`config.mk`:
```
export PLATFORM = sky130hd
export DESIGN_NAME = note_osc
export DESIGN_NICKNAME = d
export VERILOG_FILES = /design/src/rtl/timbre_pkg.sv /design/src/rtl/env_sat_step.sv /design/src/rtl/note_osc.sv
export SDC_FILE = /design/constraint.sdc
export NUM_CORES = 1
export LEC_CHECK = 0
export CORE_MARGIN = 5
export CORE_UTILIZATION = 55
export DETAILED_ROUTE_END_ITERATION = 12
export DONT_BUFFER_PORTS = 1
export GPL_TIMING_DRIVEN = 0
export PLACE_DENSITY = 0.81
export SETUP_SLACK_MARGIN = 0.15
export SYNTH_ARGS = -nofsm -noshare
export SYNTH_HDL_FRONTEND = slang
export SYNTH_HIERARCHICAL = 1
export SYNTH_SLANG_ARGS = --single-unit
```
`constraint.sdc`:
```
create_clock -name i_clk -period 8.05 [get_ports i_clk]
set_input_delay 1.61 -clock i_clk [delete_from_list [all_inputs] [get_ports i_clk]]
set_output_delay 1.61 -clock i_clk [all_outputs]
set_load 0.01 [all_outputs]
```
`src/rtl/timbre_pkg.sv`:
```
// Shared types and default widths for the note oscillator and its envelope.
// Pure declarations: no logic, no latency, no backpressure.
package timbre_pkg;

    typedef enum logic [2:0] {
        ENV_IDLE,
        ENV_ATTACK,
        ENV_DECAY,
        ENV_SUSTAIN,
        ENV_RELEASE
    } env_state_t;

    localparam int RAMP_W      = 6;
    localparam int DEF_PHASE_W = 24;
    localparam int DEF_GAIN_W  = 8;

endpackage

```
`src/rtl/env_sat_step.sv`:
```
// Saturating envelope step: moves value by step towards limit, clamping at limit.
// Purely combinational (zero latency); no backpressure.
module env_sat_step #(
    parameter int W = 8
) (
    input  logic [W-1:0] value,
    input  logic [W-1:0] step,
    input  logic [W-1:0] limit,
    input  logic         dir_up,
    output logic [W-1:0] result,
    output logic         hit_limit
);

    logic [W:0] sum;
    logic [W:0] diff;

    always_comb begin
        sum       = {1'b0, value} + {1'b0, step};
        diff      = {1'b0, value} - {1'b0, step};
        result    = value;
        hit_limit = 1'b0;
        if (dir_up) begin
            if (sum >= {1'b0, limit}) begin
                result    = limit;
                hit_limit = 1'b1;
            end else begin
                result = sum[W-1:0];
            end
        end else begin
            // Already at or below the floor: hold the current value rather than jump up to it.
            if (value <= limit) begin
                hit_limit = 1'b1;
            end else if (diff[W] || (diff <= {1'b0, limit})) begin
                result    = limit;
                hit_limit = 1'b1;
            end else begin
                result = diff[W-1:0];
            end
        end
    end

endmodule

```
`src/rtl/note_osc.sv`:
```
// Note oscillator: phase accumulator ramp plus ADSR envelope gain, stepped once per sample tick.
// Latency: outputs registered one cycle after a qualifying tick; no backpressure (o_valid is a pulse).
module note_osc
    import timbre_pkg::*;
#(
    parameter int PHASE_W = DEF_PHASE_W,
    parameter int GAIN_W  = DEF_GAIN_W
) (
    input  logic               i_clk,
    input  logic               i_rst,
    input  logic               i_sample_tick,
    input  logic               i_note_on,
    input  logic               i_note_off,
    input  logic [PHASE_W-1:0] i_phase_inc,
    input  logic [GAIN_W-1:0]  i_attack_step,
    input  logic [GAIN_W-1:0]  i_decay_step,
    input  logic [GAIN_W-1:0]  i_release_step,
    input  logic [GAIN_W-1:0]  i_sustain_level,
    output logic [RAMP_W-1:0]  o_ramp,
    output logic [GAIN_W-1:0]  o_gain,
    output logic               o_valid,
    output logic               o_busy
);

    env_state_t         state, state_n;
    logic [PHASE_W-1:0] phase, phase_n;
    logic [PHASE_W-1:0] inc, inc_n;
    logic [GAIN_W-1:0]  gain, gain_n;
    logic               valid_n;

    logic [GAIN_W-1:0]  raw_step;
    logic [GAIN_W-1:0]  eff_step;
    logic [GAIN_W-1:0]  step_limit;
    logic               step_up;
    logic [GAIN_W-1:0]  step_res;
    logic               step_hit;
    logic               off_event;

    always_comb begin
        raw_step   = i_attack_step;
        step_limit = '1;
        step_up    = 1'b1;
        case (state)
            ENV_DECAY: begin
                raw_step   = i_decay_step;
                step_limit = i_sustain_level;
                step_up    = 1'b0;
            end
            ENV_RELEASE: begin
                raw_step   = i_release_step;
                step_limit = '0;
                step_up    = 1'b0;
            end
            default: ;
        endcase
        // A zero slope would freeze the envelope forever, so it is promoted to 1.
        eff_step = (raw_step == '0) ? {{(GAIN_W-1){1'b0}}, 1'b1} : raw_step;
    end

    env_sat_step #(
        .W(GAIN_W)
    ) u_step (
        .value    (gain),
        .step     (eff_step),
        .limit    (step_limit),
        .dir_up   (step_up),
        .result   (step_res),
        .hit_limit(step_hit)
    );

    assign off_event = i_note_off &&
                       (state == ENV_ATTACK || state == ENV_DECAY || state == ENV_SUSTAIN);

    always_comb begin
        state_n = state;
        phase_n = phase;
        inc_n   = inc;
        gain_n  = gain;
        valid_n = 1'b0;
        if (i_note_on) begin
            state_n = ENV_ATTACK;
            inc_n   = i_phase_inc;
            if (state == ENV_IDLE) begin
                phase_n = '0;
                gain_n  = '0;
            end
        end else if (off_event) begin
            state_n = ENV_RELEASE;
        end else if (i_sample_tick && state != ENV_IDLE) begin
            phase_n = phase + inc;
            valid_n = 1'b1;
            case (state)
                ENV_ATTACK: begin
                    gain_n = step_res;
                    if (step_hit) state_n = ENV_DECAY;
                end
                ENV_DECAY: begin
                    gain_n = step_res;
                    if (step_hit) state_n = ENV_SUSTAIN;
                end
                ENV_RELEASE: begin
                    gain_n = step_res;
                    if (step_hit) begin
                        state_n = ENV_IDLE;
                        phase_n = '0;
                    end
                end
                default: ;
            endcase
        end
    end

    always_ff @(posedge i_clk) begin
        if (i_rst) begin
            state   <= ENV_IDLE;
            phase   <= '0;
            inc     <= '0;
            gain    <= '0;
            o_ramp  <= '0;
            o_gain  <= '0;
            o_valid <= 1'b0;
        end else begin
            state   <= state_n;
            phase   <= phase_n;
            inc     <= inc_n;
            gain    <= gain_n;
            o_valid <= valid_n;
            if (valid_n) begin
                o_ramp <= phase_n[PHASE_W-1 -: RAMP_W];
                o_gain <= gain_n;
            end
        end
    end

    assign o_busy = (state != ENV_IDLE);

endmodule

```
# After elaboration in Yosys (flattened, before gate mapping)
# Cells that the tools add are included.
# W data, S select, Z words.
# totals
input_bits	61
ff_bits	74
word_cells	85
out_inout_bits	16
# op_classes
addsub	3
muxes	32
reduce_logical	22
order_cmp	3
eq_ne	15
# op_table
cell	n
$mux W24	6
$mux W8	10
$pmux W8 S2	2
$add A24 B24 Y24	1
$mux W3	5
$reduce_and A5 Y1	3
$ne A4 B4 Y1 const B	3
$add A8 B8 Y9	1
$ge A9 B8 Y1	1
$le A9 B8 Y1	1
$ne A3 B3 Y1 const B	3
$pmux W3 S3	1
$reduce_bool A3 Y1	3
$sub A8 B8 Y9	1
$le A8 B8 Y1	1
$logic_not A8 Y1	1
$mux W1	8
$ne A2 B2 Y1 const B	4
$eq A3 B2 Y1 const B	2
$reduce_or A3 Y1	2
$reduce_bool A5 Y1	1
$reduce_bool A2 Y1	2
$reduce_bool A4 Y1	1
$reduce_or A2 Y1	2
7 further kinds	10

# Logic depth before layout (Yosys ltp)
# Gate-level depths: netlist of run 1.
# depth
word_depth	15
mapped_depth	26
ltp_nobuf	24

# Cells and area by module
# Netlist of run 1, hierarchy kept.
# by_module_without_submodules
module	instances	cells_each	area_each_um2	seq_area_each_um2
note_osc	1	468	4162.7	1481.4
env_sat_step	1	225	1709.1	0.0

# Least setup slack after synthesis of run 1
# Ideal clock, no wire load.
# synth_timing
kind	input to register
startpoint	input i_release_step[3]
endpoint	register o_ramp[0]
n_path_buf	2
setup_ps	74
arrival_time_ps	6273
required_time_ps	7976
cell_stages	20
slack_ps	1703
path_cell_list	o22a_1 o22a_1 or4_1 o41ai_2 ha_1 nor2b_1 o21a_1 nor3_1 or4_1 and2_1 ha_1 a2111oi_4 o211ai_1 a22oi_4 a21oi_1 a31oi_1 nand2b_1 clkbuf_1 clkbuf_1 o21ai_0
# synth_via
elab_chain_len	14
elab_cells_between_ends	17
classes_between	add/sub (2); order compare (2); mux (11); reduce/logical (2)
# synth_lines
element	line	text
start, declared	note_osc.sv:17	input logic [GAIN_W-1:0] i_release_step,
$pmux W8 S2 *	note_osc.sv:43	case (state)
$logic_not A8 Y1	note_osc.sv:57	eff_step = (raw_step == '0) ? {{(GAIN_W-1){1'b0}}, 1'b1} : raw_step;
$mux W8 *	note_osc.sv:57	
net eff_step[3]	note_osc.sv:32	logic [GAIN_W-1:0] eff_step;
$sub A8 B8 Y9	env_sat_step.sv:19	diff = {1'b0, value} - {1'b0, step};
$le A9 B8 Y1	env_sat_step.sv:33	end else if (diff[W] || (diff <= {1'b0, limit})) begin
$logic_or A1 B1 Y1	env_sat_step.sv:33	
$mux W1	env_sat_step.sv:33	
$mux W1	env_sat_step.sv:31	if (value <= limit) begin
$mux W1 *	env_sat_step.sv:22	if (dir_up) begin
net step_hit	note_osc.sv:36	logic step_hit;
$mux W24 *	note_osc.sv:103	if (step_hit) begin
$mux W24 *	note_osc.sv:92	case (state)
$mux W24 *	note_osc.sv:89	end else if (i_sample_tick && state != ENV_IDLE) begin
$mux W24 *	note_osc.sv:87	end else if (off_event) begin
$mux W24 *	note_osc.sv:80	if (i_note_on) begin
end signal, assigned	note_osc.sv:129	o_ramp <= phase_n[PHASE_W-1 -: RAMP_W];
end, declared	note_osc.sv:19	output logic [RAMP_W-1:0] o_ramp,
# Mark *: on every way through the listed nets, which the timed path passes. The rest lies on a longest branch. The select of a mux whose other input is x is not followed.
# A chain may end at the register's enable or synchronous reset.

# Worst setup path after layout of run 1
# layout_timing
startpoint	input i_release_step[1]
endpoint	register phase[17]
# layout_via
elab_chain_len	14
elab_cells_between_ends	17
classes_between	add/sub (2); order compare (2); mux (11); reduce/logical (2)
# layout_lines
element	line	text
$pmux W8 S2 *	note_osc.sv:43	
$logic_not A8 Y1	note_osc.sv:57	
$mux W8 *	note_osc.sv:57	
net eff_step[1]	note_osc.sv:32	
$sub A8 B8 Y9	env_sat_step.sv:19	
$le A9 B8 Y1	env_sat_step.sv:33	
$logic_or A1 B1 Y1	env_sat_step.sv:33	
$mux W1	env_sat_step.sv:33	
$mux W1	env_sat_step.sv:31	
$mux W1 *	env_sat_step.sv:22	
net step_hit	note_osc.sv:36	
$mux W24 *	note_osc.sv:103	
$mux W24 *	note_osc.sv:92	
$mux W24 *	note_osc.sv:89	
$mux W24 *	note_osc.sv:87	
$mux W24 *	note_osc.sv:80	
end signal, assigned	note_osc.sv:124	phase <= phase_n;
end, declared	note_osc.sv:26	logic [PHASE_W-1:0] phase, phase_n;
# Marked as above.

==> results of run 1 <==
==> cells in the final DEF (no fill, tap or decap), types with 6 or more instances in the layout <==
| master | instances |
|---|---|
| dfxtp_1 | 74 |
| nor2_1 | 67 |
| ha_1 | 63 |
| o21ai_0 | 48 |
| nand2_1 | 46 |
| a21oi_1 | 39 |
| inv_1 | 33 |
| mux2i_1 | 31 |
| nor3_1 | 16 |
| clkbuf_1 | 15 |
| nand2b_1 | 15 |
| o22a_1 | 15 |
| a22oi_1 | 14 |
| xor2_1 | 13 |
| a211oi_1 | 13 |
| xnor2_1 | 11 |
| nor2b_1 | 10 |
| clkbuf_8 | 9 |
| nand3_1 | 8 |
| nand4_1 | 8 |
| a31oi_1 | 7 |
| a21o_1 | 7 |
| o211ai_1 | 6 |
| o32ai_1 | 6 |
==> kinds of logic after synthesis <==
kind of cell / count (synthesis)
xor gates and xnor gates: 25
and+or+nand+nor: 203
adders and majority gates: 66
muxes: 31
DFF: 74
buffers and inverters: 67
AOI/OAI and AO/OA: 227
==> report_power, final <==
group / total, mW / leakage (nW) / internal, mW / switching, mW
logic: 0.153 / 2.02 / 0.0605 / 0.0928
clock network: 0.340 / 0.116 / 0.204 / 0.136
registers: 0.386 / 0.602 / 0.377 / 0.00884
==> metrics by stage <==
stage	area (µm²)	total power, mW	setup WS [ps]
2_1_floorplan	5870	0.509	1700
3_3_place_gp	6040	0.540	618
3_5_place_dp	6040	0.545	428
4_1_cts	6270	0.884	776
5_1_grt	6270	0.924	306
6_report	6270	0.880	641
==> sequential cells by signal, summed over array words and instances (netlist names) <==
name     count
gain         8
inc         24
o_gain       8
o_ramp       6
o_valid      1
phase       24
state        3
==> final cells by class <==
| cell class | instances | share of cell area, % |
|---|---|---|
| Tap cell | 136 | 2.71 |
| Clock inverter | 5 | 1.66 |
| Multi-Input combinational cell | 552 | 64.8 |
| Clock buffer | 10 | 2.03 |
| Inverter | 34 | 2.03 |
| Sequential cell | 74 | 23.6 |
| Buffer | 33 | 3.11 |
==> routing by layer <==
layer	GRT usage [%]	routed length (µm)	vias up
li1	-	-	2583
met1	34.0	7220	2472
met2	38.5	6820	184
met3	5.24	1170	19
met4	6.09	250	0
met5	0	0	-
==> worst max path at each step <==
stage / end / cells past startpoint
final: phase[17] / 22
after global routing: phase[17] / 22
after CTS: phase[17] / 22
after detailed placement: phase[17] / 22
after global placement: phase[11] / 22
after floorplan: o_ramp[0] / 20
==> worst reg2reg max path: cells and delay by family, from the launching register on <==
family,cells,cell delay [ps]
DFF,1,320
AOI/OAI and AO/OA,12,3120
adders and majority gates,3,1000
buffers and inverters,5,1150
and+or+nand+nor,5,1330
==> results.md, run 1 <==
- Final Core Density: 60.5%
- Buf/Inv on CP: 3
- Hold Vio Cnt, Final: 0
- Vias in the first global route: 5,105
- Number of synthesized flops with an enable pin: 0
- RSZ-0062 raised after global routing: no
- Top cells by count, synth: 74 x dfxtp_1, 67 x nor2_1, 63 x ha_1, 48 x o21ai_0, 46 x nand2_1
- Number of CTS-inserted buffers: 9
- DP Cell Count: 829
- WP data required: 8260 ps
- Initial antenna violation count: 0
- Max-Cap Viols: 0
- Vias per cell: 6.23
- Worst hold path depth: 2
- Leakage dissipation: 2.74 nW
- Adder-cell share of the synthesized area: 14.4%
- Synth top area cells: dfxtp_1 25%, ha_1 13%, mux2i_1 5.3%, nor2_1 4.3%, o21ai_0 4.1%
- Reg2Reg Depth: 25
- Synth Area in Compound Gates: 28.5%
- CTS root buf: clkbuf_8
- Starting Density: 56.6%
- Mapped Nets: 820
- Layout cells sized above 1: 8.76%
- Ys Warns: 6
- Syn avg cell area: 8.47 µm²
- Ys flop type: dfxtp_1
- CP max stage cell: or4_1
- TNS Setup: 0 ps
- Core Area: 10,400 µm²
- CP max stage delay: 510 ps
- Worst Hold Endpoint: phase[14]
- Setup Skew: 12.1 ps
- Crit Path Class: in2reg
- Placer congestion estimate: 0.965
- Share of the synthesized area in the top cell type: 25.2%
- CP startpoint: i_release_step[1]
- WL/cell: 18.3 µm
- Top achievable clock speed: 135 MHz
- Antenna cell count: 0
- Worst-Skew Late Latency: 350 ps
- WHS: 471 ps
- P&R area growth vs syn: 6.84%
- CP top delay family: compound AO/OA/AOI/OAI gates
- Die area: 12,800 µm²
- Status: completed
- First-pass GRT wire length: 25,600 µm
- Multi-input logic area: 4070 µm²
- Netlist cell types: 86
- Type of the most critical hold path: reg2reg
- Clock transition at path regs: 80 ps
- Via count: 5,258
- Largest family of logic cells by synthesized area: compound AO/OA/AOI/OAI gates
- CP cell instances: o22a_1 > o22a_1 > or4_1 > o41ai_2 > ha_1 > inv_1 > fa_1 > a211oi_2 > o21ai_1 > a31oi_1 > ha_1 > a21o_1 > a21oi_1 > a32oi_1 > nand3_1 > nor3_1 > a21oi_1 > a31oi_1 > nand2b_1 > clkbuf_1 > clkbuf_1 > o21ai_0
- Global route total overflow: 0
- Post-Route WL: 15,500 µm
- Arrival time worst endpoint: 7620 ps
- DP HPWL: 12,500 µm
- Post-cts gate resize count: 0
- Fin crit share: 92.0%
- PortBufs: 0
- Largest net degree at the start of global routing: 13
- Number of remaining DRC errors: 0
- Synth Area in XOR/XNOR: 3.98%
- Simple-gate share of the synthesized area: 17.1%
- Chip Width: 113 µm
- Mapped Cells: 693
- Netlist Area Pre-Place: 5870 µm²
- Ys async rst share: 0%
- Register area: 1480 µm²
- Setup-failing EPs final: 0
- Clk buf depth: 2
- Seq/Total Area, Yosys: 25.2%
- Final-layout fill cell count: 963
- Post-route non-filler standard cell count: 844
- Post-synthesis mux area share: 5.28%
- Largest area contributor in the netlist: dfxtp_1
- Power per cell area: 140 nW/µm²
- H-tree depth: 3
- Num rows: 37
- Clock period minus worst slack: 7410 ps
- Max VDD drop: 176 µV
- Antenna viol nets, final: 0
- Layout Nets: 831
- Max_slew headroom: 49.5%
- DRT iter0 DRCs: 424
- Total GRT Usage: 24.4%
- Critical path peak fanout: 10
- Setup bufs post-CTS: 0
- DRT Pass-1 Iters: 5
- CTS sink cnt: 74
- Hold-fix buffers at CTS: 0
- Startpoint type of the worst setup path: input pin
- Hold path startpoint: phase[14]
- Reg2reg end: phase[17]
- R2R Setup Slk: 1010 ps
- Reg2reg start: state[2]
- CTS tree: yes
- Top-count cell post-synth: dfxtp_1
- Synth Register Bits: 74
- Crit. End Element: register
- Die Y: 113 µm
- Max-slew violations: 0
- Top-Level Pins: 77
- Worst slew pin tran: 758 ps
Power figures use the tool's default switching activity.
==> inputs of run 2 (changes only) <==
Settings changed: CORE_UTILIZATION 55 to 40, PLACE_DENSITY 0.81 to 0.65, SKIP_CTS_REPAIR_TIMING set to 1.
==> run 2 against run 1 <==
Power increased by 11%. Final area increased by 2.4%. Critical endpoint is now o_ramp[2]. Utilization decreased by 16 points. Wire length increased by 6.6%. Worst setup slack got worse by 16 ps. Fmax decreased by 0.21%. Clock power increased by 27%. Clock skew decreased by 3.3 ps. Via count decreased by 0.21%.
==> results.md, run 2 (synthesis gave the netlist of run 1 again) <==
- Status: completed
- CP endpoint: o_ramp[2]
- Leakage dissipation: 2.78 nW
- CP max stage cell: a31oi_1
- CP max stage delay: 670 ps
- CTS tree: yes
- Global route total overflow: 0
- Arrival time worst endpoint: 7680 ps
- Top flop regs: inc x24, phase x24
- Worst slew pin tran: 736 ps
- Register area: 1480 µm²
- CTS sink cnt: 74
- Crit. End Element: register
- Max-slew violations: 0
- Largest net degree at the start of global routing: 14
- DRT Pass-1 Iters: 4
- Clk buf depth: 2
- TNS Setup: 0 ps
- Chip Width: 131 µm
- Core Area: 14,500 µm²
- WL/cell: 18.5 µm
- Starting Density: 40.6%
- First-pass GRT wire length: 26,400 µm
- Clock transition at path regs: 60 ps
- Leading cell type in the layout, fill and taps excluded: dfxtp_1
- Via count: 5,247
- Worst-Skew Late Latency: 340 ps
- PortBufs: 0
- Reg2reg start: state[2]
- Hold Vio Cnt, Final: 0
- DP HPWL: 13,400 µm
- Setup-failing EPs final: 0
- Placer congestion estimate: 0.906
- Commonest cells after routing, fill and taps aside: 74 x dfxtp_1, 67 x nor2_1, 63 x ha_1, 48 x o21ai_0, 46 x nand2_1
- Final-layout fill cell count: 1,424
- Number of remaining DRC errors: 0
- Power per cell area: 151 nW/µm²
- Crit Path Class: in2reg
- CTS root buf: clkbuf_16
- Critical path peak fanout: 10
- Max VDD drop: 103 µV
- Antenna cell count: 0
- CP startpoint: i_release_step[3]
- Max-Cap Viols: 0
- DP Cell Count: 877
- Post-route non-filler standard cell count: 893
- Total GRT Usage: 18.5%
- H-tree depth: 3
- DRT iter0 DRCs: 355
- Startpoint type of the worst setup path: input pin
- Setup Skew: 8.77 ps
- Antenna viol nets, final: 0
- R2R Setup Slk: 1080 ps
- Fin crit share: 92.2%
- Type of the most critical hold path: reg2reg
- Top achievable clock speed: 135 MHz
- RSZ-0062 raised after global routing: no
- P&R area growth vs syn: 9.40%
- Die Y: 131 µm
- Initial antenna violation count: 0
- Multi-input logic area: 4070 µm²
- Clock period minus worst slack: 7420 ps
- Layout Nets: 831
- Post-Route WL: 16,500 µm
- Max_slew headroom: 50.7%
- WHS: 464 ps
- CP cell instances: o22a_1 > o22a_1 > or4_1 > o41ai_2 > ha_1 > nor2b_1 > o21a_1 > nor3_1 > or4_1 > and2_1 > ha_1 > a2111oi_4 > o211ai_1 > a22oi_4 > a21oi_1 > a31oi_1 > nand2b_1 > clkbuf_2 > clkbuf_1 > o21ai_0
- Layout cells sized above 1: 9.03%
- Top-Level Pins: 77
- WP data required: 8310 ps
- Vias per cell: 5.88
- Reg2reg end: o_ramp[2]
- Reg2Reg Depth: 23
- Number of CTS-inserted buffers: 9
- Vias in the first global route: 5,141
- Num rows: 44
- Die area: 17,200 µm²
## run 2: cell count changes in the layout (fill, tap and decap cells not counted)
cell,delta
clkbuf_16,+9
clkbuf_8,-9
clkinv_4,+2
bufinv_16,-1
clkbuf_1,-1
clkbuf_2,+1
## run 2: cell type report
type                            instances  area share, %
Tap cell                              184           3.58
Buffer                                 33           3.06
Multi-Input combinational cell        552           63.3
Inverter                               34           1.99
Sequential cell                        74           23.1
Clock inverter                          6           1.42
Clock buffer                           10           3.56
## run 2: report_power, final
part	leakage, nW	total [mW]	internal, mW	switching [mW]
clock network	0.157	0.433	0.273	0.160
registers	0.602	0.386	0.377	0.00896
logic	2.03	0.154	0.0607	0.0930
total	2.78	0.973	0.711	0.262
## run 2: worst min path at each step
stage	start	endpoint	cells after the start
after floorplan	phase[10]	phase[10]	2
after global placement	phase[20]	phase[20]	2
after detailed placement	phase[16]	phase[16]	2
after CTS	phase[16]	phase[16]	2
after global routing	phase[11]	phase[11]	2
final	phase[16]	phase[16]	2
## run 2: metal layers
| metal | wire length [µm] | global-route usage (%) |
|---|---|---|
| met3 | 1080 | 4.59 |
| met4 | 316 | 5.54 |
| met5 | 0 | 0 |
| met1 | 7650 | 24.2 |
| met2 | 7440 | 30.0 |
## run 2: stage by stage
stage / utilization (%) / total power [mW] / worst slack, ps / instance area, µm²
floorplan: - / 0.509 / 1700 / 5870
detailed placement: 42.1 / 0.547 / 162 / 6100
finish: 44.4 / 0.973 / 625 / 6420
global route: 44.4 / 1.01 / 212 / 6420
global placement: 42.1 / 0.541 / 358 / 6100
CTS: 44.4 / 0.981 / 505 / 6420
## run 2: critical path: cells and delay by family
family,cells,cell delay [ps]
AO/OA/AOI/OAI,10,3360
AND/OR/NAND/NOR,6,1640
buffers and inverters,2,550
adder cells (fa/ha/maj),2,510
==> inputs of run 3 (changes only) <==
Settings changed: CORE_UTILIZATION 40 to 55, PLACE_DENSITY 0.65 to 0.81.
==> results of run 3 <==
The final DEF is identical to that of run 1; final timing and power are the same.
